[config.mk]
export PLATFORM = sky130hd
export DESIGN_NAME = digitron_scan_ctrl
export DESIGN_NICKNAME = d
export VERILOG_FILES = /design/src/rtl/digitron_scan_ctrl.sv
export SDC_FILE = /design/constraint.sdc
export NUM_CORES = 1
export LEC_CHECK = 0
export ABC_AREA = 1
export BUFFER_PORTS_ARGS = -buffer_cell sky130_fd_sc_hd__buf_2
export CAP_MARGIN = 25
export CORE_MARGIN = 4
export CORE_UTILIZATION = 25
export CTS_CLUSTER_SIZE = 8
export DETAILED_ROUTE_END_ITERATION = 8
export SLEW_MARGIN = 20
export SYNTH_ARGS = -nofsm -noshare
export SYNTH_HDL_FRONTEND = slang
export SYNTH_SLANG_ARGS = --single-unit
[constraint.sdc]
create_clock -name CLK -period 3.1 [get_ports CLK]
set_input_delay 0.31 -clock CLK [delete_from_list [all_inputs] [get_ports CLK]]
set_output_delay 0.31 -clock CLK [all_outputs]
set_load 0.02 [all_outputs]
[src/rtl/digitron_scan_ctrl.sv]
// Scan scheduler for a 4-digit multiplexed seven-segment display with
// double-buffered digit store. Optional macro: LEADING_ZERO_BLANK_EN.
module digitron_scan_ctrl #(
  parameter int unsigned TICK_CYCLES  = 50000,
  parameter int unsigned BLANK_CYCLES = 500
) (
  input  logic       CLK,
  input  logic       RSTn,
  input  logic       enable,
  input  logic       wr_valid,
  output logic       wr_ready,
  input  logic [1:0] wr_addr,
  input  logic [4:0] wr_data,
  output logic [7:0] Digitron_Out,
  output logic [3:0] DigitronCS_Out,
  output logic [1:0] scan_idx,
  output logic       frame_done
);

  localparam int unsigned CNT_W      = (TICK_CYCLES > 1) ? $clog2(TICK_CYCLES) : 1;
  localparam int unsigned IDX_W      = 2;
  localparam int unsigned NUM_DIGITS = 4;
  localparam int unsigned SEG_W      = 8;

  localparam logic [CNT_W-1:0] LAST_BLANK = CNT_W'(BLANK_CYCLES - 1);
  localparam logic [CNT_W-1:0] LAST_SHOW  = CNT_W'(TICK_CYCLES - 1);
  localparam logic [IDX_W-1:0] LAST_IDX   = IDX_W'(NUM_DIGITS - 1);

  typedef struct packed {
    logic       dp;
    logic [3:0] hex;
  } digit_t;

  typedef enum logic [1:0] {
    ST_IDLE  = 2'd0,
    ST_BLANK = 2'd1,
    ST_SHOW  = 2'd2
  } state_t;

  state_t                         r_state;
  logic [CNT_W-1:0]               r_cnt;
  logic [IDX_W-1:0]               r_idx;
  digit_t [NUM_DIGITS-1:0]        r_shadow;
  digit_t [NUM_DIGITS-1:0]        r_active;
  logic                           r_dirty;
  logic [SEG_W-1:0]               r_segs;
  logic [NUM_DIGITS-1:0]          r_cs;
  logic                           r_ready;
  logic                           r_frame_done;

  state_t                         w_state_nxt;
  logic [CNT_W-1:0]               w_cnt_nxt;
  logic [IDX_W-1:0]               w_idx_nxt;
  logic [SEG_W-1:0]               w_segs_nxt;
  logic [NUM_DIGITS-1:0]          w_cs_nxt;
  logic                           w_ready_nxt;
  digit_t                         w_digit;
  logic [NUM_DIGITS-1:0]          w_lz;
  logic                           w_commit;
  logic                           w_wr_fire;

  function automatic logic [6:0] seg7(input logic [3:0] v);
    case (v)
      4'h0:    seg7 = 7'h3f;
      4'h1:    seg7 = 7'h06;
      4'h2:    seg7 = 7'h5b;
      4'h3:    seg7 = 7'h4f;
      4'h4:    seg7 = 7'h66;
      4'h5:    seg7 = 7'h6d;
      4'h6:    seg7 = 7'h7d;
      4'h7:    seg7 = 7'h07;
      4'h8:    seg7 = 7'h7f;
      4'h9:    seg7 = 7'h6f;
      4'ha:    seg7 = 7'h77;
      4'hb:    seg7 = 7'h7c;
      4'hc:    seg7 = 7'h39;
      4'hd:    seg7 = 7'h5e;
      4'he:    seg7 = 7'h79;
      default: seg7 = 7'h71;
    endcase
  endfunction

`ifdef LEADING_ZERO_BLANK_EN
  // A digit blanks only if it and every more-significant digit are plain zero.
  logic w_lz3, w_lz2, w_lz1;
  assign w_lz3 = (r_active[3] == '0);
  assign w_lz2 = w_lz3 && (r_active[2] == '0);
  assign w_lz1 = w_lz2 && (r_active[1] == '0);
  assign w_lz  = {w_lz3, w_lz2, w_lz1, 1'b0};
`else
  assign w_lz  = '0;
`endif

  // Final SHOW cycle of the last digit: the only point where shadow moves to active.
  assign w_commit  = (r_state == ST_SHOW) && (r_idx == LAST_IDX) && (r_cnt == LAST_SHOW);
  assign w_wr_fire = wr_valid && r_ready;

  always_comb begin
    w_state_nxt = r_state;
    w_cnt_nxt   = r_cnt;
    w_idx_nxt   = r_idx;
    w_cs_nxt    = '1;
    w_segs_nxt  = '0;
    w_digit     = r_active[0];
    w_ready_nxt = 1'b1;

    if (!enable) begin
      w_state_nxt = ST_IDLE;
      w_cnt_nxt   = '0;
      w_idx_nxt   = '0;
    end else begin
      case (r_state)
        ST_IDLE: begin
          w_state_nxt = ST_BLANK;
          w_cnt_nxt   = '0;
          w_idx_nxt   = '0;
        end
        ST_BLANK: begin
          w_cnt_nxt = r_cnt + 1'b1;
          if (r_cnt == LAST_BLANK) begin
            w_state_nxt = ST_SHOW;
          end
        end
        ST_SHOW: begin
          if (r_cnt == LAST_SHOW) begin
            w_state_nxt = ST_BLANK;
            w_cnt_nxt   = '0;
            w_idx_nxt   = r_idx + 1'b1;
          end else begin
            w_cnt_nxt = r_cnt + 1'b1;
          end
        end
        default: begin
          w_state_nxt = ST_IDLE;
          w_cnt_nxt   = '0;
          w_idx_nxt   = '0;
        end
      endcase
    end

    // Outputs are registered against the state being entered.
    if (w_state_nxt == ST_SHOW) begin
      w_digit    = r_active[w_idx_nxt];
      w_cs_nxt   = ~(4'b0001 << w_idx_nxt);
      w_segs_nxt = w_lz[w_idx_nxt] ? '0 : {w_digit.dp, seg7(w_digit.hex)};
    end

    w_ready_nxt = !((w_state_nxt == ST_SHOW) && (w_idx_nxt == LAST_IDX) &&
                    (w_cnt_nxt == LAST_SHOW));
  end

  always_ff @(posedge CLK) begin
    if (!RSTn) begin
      r_state      <= ST_BLANK;
      r_cnt        <= '0;
      r_idx        <= '0;
      r_shadow     <= '0;
      r_active     <= '0;
      r_dirty      <= 1'b0;
      r_segs       <= '0;
      r_cs         <= '1;
      r_ready      <= 1'b0;
      r_frame_done <= 1'b0;
    end else begin
      r_state      <= w_state_nxt;
      r_cnt        <= w_cnt_nxt;
      r_idx        <= w_idx_nxt;
      r_segs       <= w_segs_nxt;
      r_cs         <= w_cs_nxt;
      r_ready      <= w_ready_nxt;
      r_frame_done <= w_commit && r_dirty;
      if (w_wr_fire) begin
        r_shadow[wr_addr] <= digit_t'(wr_data);
        r_dirty           <= 1'b1;
      end
      if (w_commit && r_dirty) begin
        r_active <= r_shadow;
        r_dirty  <= 1'b0;
      end
    end
  end

  assign wr_ready       = r_ready;
  assign Digitron_Out   = r_segs;
  assign DigitronCS_Out = r_cs;
  assign scan_idx       = r_idx;
  assign frame_done     = r_frame_done;

endmodule

## After elaboration in Yosys (flattened, before gate mapping)

Memory sizes are Yosys's and may differ from the RTL's. A register that Yosys moved wholly into a read port is not among the register bits.
Cells that the tools add are included.

- ROM bits: 112
- Memories: 1
- Logic and storage cells: 71
- Register bits after elaboration: 75
- Output and inout port bits: 16
- Input port bits: 11

Memories:

| memory | depth | width | rd ports | clocked after memory_dff | wr ports | RTL line | source |
|---|---|---|---|---|---|---|---|
| (no name shown) | 16 | 7 | 1 | 1 | 0 | 63 | `case (v)` |

- Equal/unequal tests: 8
- $lt $le $gt $ge: 3
- Reduce and logical (&&, ||, !) cells: 12
- Bitwise gates (word level): 3
- Shift-type cells: 1
- $add $sub $neg: 2
- Multiplexer cells: 17

Operator list:

| cell | number |
|---|---|
| $eq A16 B16 Y1 const B | 2 |
| $mux W16 | 2 |
| $pmux W16 S2 | 1 |
| $bwmux W20 | 1 |
| $add A16 B1 Y16 const B | 1 |
| $eq A16 B9 Y1 const B | 1 |
| $bmux W5 S2 | 1 |
| $demux W5 S2 | 1 |
| $mux W2 | 5 |
| $mux W5 | 2 |
| $eq A2 B2 Y1 const B | 4 |
| $logic_and A1 B1 Y1 | 7 |
| $lt A2 B3 Y1 const B | 2 |
| $pmux W2 S3 | 1 |
| $not A4 Y4 | 1 |
| $pmux W2 S2 | 1 |
| $shl A1 B2 Y4 const A | 1 |
| $reduce_or A3 Y1 | 1 |
| $add A2 B1 Y2 const B | 1 |
| $bmux W1 S2 | 1 |
| $eq A2 B1 Y1 const B | 1 |
| $ge A2 B1 Y1 const B | 1 |
| $logic_not A2 Y1 | 1 |
| $not A1 Y1 | 2 |
| 4 further kinds | 4 |

## Depth between registers and ports, before layout

- Depth after elaboration: 8
- Depth in mapped cells: 19
- Mapped depth without buffers: 18

## Worst setup path after synthesis

No wires, ideal clock.

- Path type: register to register
- Start: reg r_cnt[0]
- End: reg r_segs[1] (netlist: Digitron_Out[1])
- Setup time: 0.122 ns
- Slack: 0.716 ns
- Arrival: 2.262 ns
- Path buffers: 1
- Clock period less this slack: 2.384 ns
- Stages on the path, launching flop included: 15
- Cell sequence: dfxtp_1 -> ha_1 -> nand3_4 -> nor2_4 -> nand3_2 -> a21oi_4 -> nand2_4 -> buf_6 -> o21ai_1 -> nand2_1 -> nand2_1 -> inv_1 -> ha_1 -> o21ai_2 -> a21oi_1

- Word-level cells in the longest chain between the ends: 7
- Elaborated cells on any way between the ends: 16
- Those cells by class: 3 x eq/ne; 11 x mux; 1 x bitwise; 1 x reduce/logical

RTL lines:

| item | RTL line | source |
|---|---|---|
| start, declared | 41 | `logic [CNT_W-1:0] r_cnt;` |
| start signal, assigned | 166 | `r_cnt <= w_cnt_nxt;` |
| $eq A16 B16 Y1 / $eq A16 B9 Y1 (equally long branches) | 125, 120 |  |
| $mux W2, on equally long branches | 125, 120 |  |
| $pmux W2 S2 / $pmux W2 S3 (equally long branches) | 112 | `case (r_state)` |
| $mux W2 | 107 | `if (!enable) begin` |
| $bmux W1 S2 / $eq A2 B2 Y1 (equally long branches) | 145, 142 |  |
| $mux W1 (not written as such) / $not A1 Y1 (equally long branches) | -- |  |
| $reduce_or A3 Y1 (no line) | -- |  |
| end, declared | 46 | `logic [SEG_W-1:0] r_segs;` |

Several ways; a longest one is shown, not always the timed one. The select of a mux whose other input is x is not followed.
A chain may end at the register's enable or synchronous reset.

## Final worst setup path

- Start: reg r_cnt[0]
- End: reg r_segs[6] (netlist: Digitron_Out[6])

Same word-level chain as after synthesis.

==> flow_metrics.env <==
export IMPL_path_class="reg -> reg"
export IMPL_whs_ns=0.255
export IMPL_min_path_type="in -> reg"
export IMPL_clk_latency_ns=0.34
export IMPL_synth_area_top_cells="dfxtp_1 (44%), inv_1 (8.0%), nand2_1 (7.3%)"
export IMPL_antenna_found_initial=0
export IMPL_drv_slew=0
export IMPL_synth_nets=480
export IMPL_period_minus_slack_ns=2.65
export IMPL_clockBufferDepth=2
export IMPL_cts_resized_gates=0
export IMPL_synth_seq_cells=75
export IMPL_avgSynthCellArea_um2=7.49
export IMPL_grt_total_usage_pct=10.3
export IMPL_cts_tree="done"
export IMPL_power_density_nw_per_um2=521
export IMPL_timing_slew_headroom_pct=52.5
export IMPL_rows=42
export IMPL_worst_pin_slew_ns=0.710
export IMPL_clock_sinks=75
export IMPL_initial_core_util_pct=25.7
export IMPL_ant_nets=0
export IMPL_post_cts_buffers=0
export IMPL_place_ws_ns=0.448
export IMPL_rsz0062_at_grt="false"
export IMPL_syn_cell_area_um2=3420
export IMPL_final_nets=510
export IMPL_cp_max_fo=18
export IMPL_dp_cells=651
export IMPL_numCtsBuffers=9
export IMPL_dr_pass1_iters=4
export IMPL_status="finished, final reports clean"
export IMPL_required_ns=3.37
export IMPL_gp_congestion=0.881
export IMPL_setup_viol=0
export IMPL_die_area_um2=15600
export IMPL_synth_cell_types=35
export IMPL_final_hold_viol_count=0
export IMPL_cts_root_buffer_cell="clkbuf_16"
export IMPL_htree_num_levels=3
export IMPL_final_common_cell="dfxtp_1"
export IMPL_leakagePower_uw=0.00163
export IMPL_maxCapViolCount=0
export IMPL_vdd_ir_drop_max_uv=251
export IMPL_grt_pass1_vias=2824
export IMPL_arrival_ns=2.92
export IMPL_ys_warn_count=0
export IMPL_overflow=0
export IMPL_post_route_period_util_pct=85.4
export IMPL_skew_ns=0.00636
export IMPL_hpwl_mm=5.75
export IMPL_wl_per_cell_um=11.3
export IMPL_drt_total_wl_mm=7.56
export IMPL_area_delta_synth_final_pct=18.2
export IMPL_drc=0
export IMPL_grt_pass1_wl_mm=13.3
export IMPL_timing_fmax_ghz=0.378
export IMPL_yosysSeqAreaShare_pct=43.9
export IMPL_grt_max_degree=35
export IMPL_vias=2852
export IMPL_drive_gt1_share_pct=13.8
export IMPL_cp_start_kind="flop"
export IMPL_clkTransAtPathRegs_ns=0.06
export IMPL_die_h_um=125
export IMPL_finalSetupTns_ns=0
export IMPL_via_per_inst=4.28
export IMPL_dieWidth_um=125
export IMPL_p_total_uw=2100
export IMPL_layout_common_cells="dfxtp_1 (75), inv_1 (73), nand2_1 (66)"
export IMPL_core_um2=13300
export IMPL_ctsHoldBuffers=0
export IMPL_num_io_pins=27
export IMPL_netlist_area_leader_share_pct=43.9
export IMPL_worst_slack_ns=0.454
export IMPL_postSynthCellCount=456
export IMPL_layout_cells_non_filler=667
export IMPL_synth_largest_area_cell="dfxtp_1"
export IMPL_port_buffers=26
export IMPL_end_kind="flop"
export IMPL_n_antenna_cell=0
export IMPL_drt_iter0_markers=232
## area by class of cell
cell class | count | area [um^2]
fillers | 1432 | 9260
multi-input cells | 292 | 1570
clock buffers | 10 | 229
clock inverters | 6 | 72.6
well taps | 176 | 220
flip-flops and latches | 75 | 1500
repair buffers | 27 | 138
inverters | 81 | 307
## power by group
part | internal, uW | switching, uW | leakage (uW) | total [uW]
clock network | 632 | 421 | 0.000144 | 1050
registers | 976 | 5.26 | 0.000607 | 982
logic | 20.9 | 47.3 | 0.000876 | 68.2
## final timing paths
kind	from	end	slack, ns	cells past startpoint
min reg2reg	r_shadow[14]	r_shadow[14]	0.45	2
max	r_cnt[0]	Digitron_Out[6]	0.45	15
min	wr_valid	r_dirty	0.25	3
max reg2reg	r_cnt[0]	Digitron_Out[6]	0.45	15
## through the flow
| stage | util, % | area [um^2] |
|---|---|---|
| after CTS | 30.4 | 4040 |
| final | 30.4 | 4040 |
| after global routing | 30.4 | 4040 |
| after detailed placement | 28.1 | 3740 |
| after floorplan | - | 3420 |
| after global placement | 28.1 | 3740 |
## per-layer routing
metal,vias to the layer above,track usage (%),wire [um]
met2,65,15.5,3120
met4,0,4.78,153
met1,1243,13.6,3840
li1,1533,-,-
met3,11,3.13,445
met5,-,0,0
## worst max-delay path, cell delays in order, from the launching register on
cell      delay [ns]
dfxtp_1         0.37
ha_1            0.26
nand3_4         0.13
nor2_4          0.15
nand3_2         0.11
a21oi_4         0.23
nand2_4         0.16
o21ai_0         0.19
nand2_1         0.06
nand2_1         0.18
inv_1           0.11
ha_1            0.21
nand3b_1        0.18
nand2_1         0.09
a21oi_1         0.04
nor2_1          0.09
## cells by family after synthesis
family	synth area share [%]
adder cells (fa/ha/maj)	4.76
buffers and inverters	10.1
flip-flops	43.9
AO/OA/AOI/OAI	13.7
XOR/XNOR	2.05
AND/OR/NAND/NOR	25.4
## sequential cells by signal (all words and copies together), names as in the netlist
signal,count
DigitronCS_Out,4
Digitron_Out,8
frame_done,1
r_active,20
r_cnt,16
r_dirty,1
r_shadow,20
r_state,2
scan_idx,2
wr_ready,1
## cell usage after synthesis
library cell,number
dfxtp_1,75
inv_1,73
nand2_1,66
nor2_1,49
nand3_1,37
o21ai_0,35
a21oi_1,27
ha_1,13
o22ai_1,13
nand2_2,10
nor3_1,7
xor2_1,7
clkbuf_1,5
clkinv_1,5
nand4_1,4
o21ai_1,4
nand2_4,3
nand3b_1,3
inv_2,2
nand3_2,2
nor4_1,2
a21oi_2,1
a21oi_4,1
a31oi_1,1
buf_1,1
buf_2,1
buf_6,1
inv_4,1
nand3_4,1
nor2_2,1
nor2_4,1
o21ai_2,1
o21ai_4,1
or2_2,1
xnor2_1,1
Power figures use the tool's default switching activity.
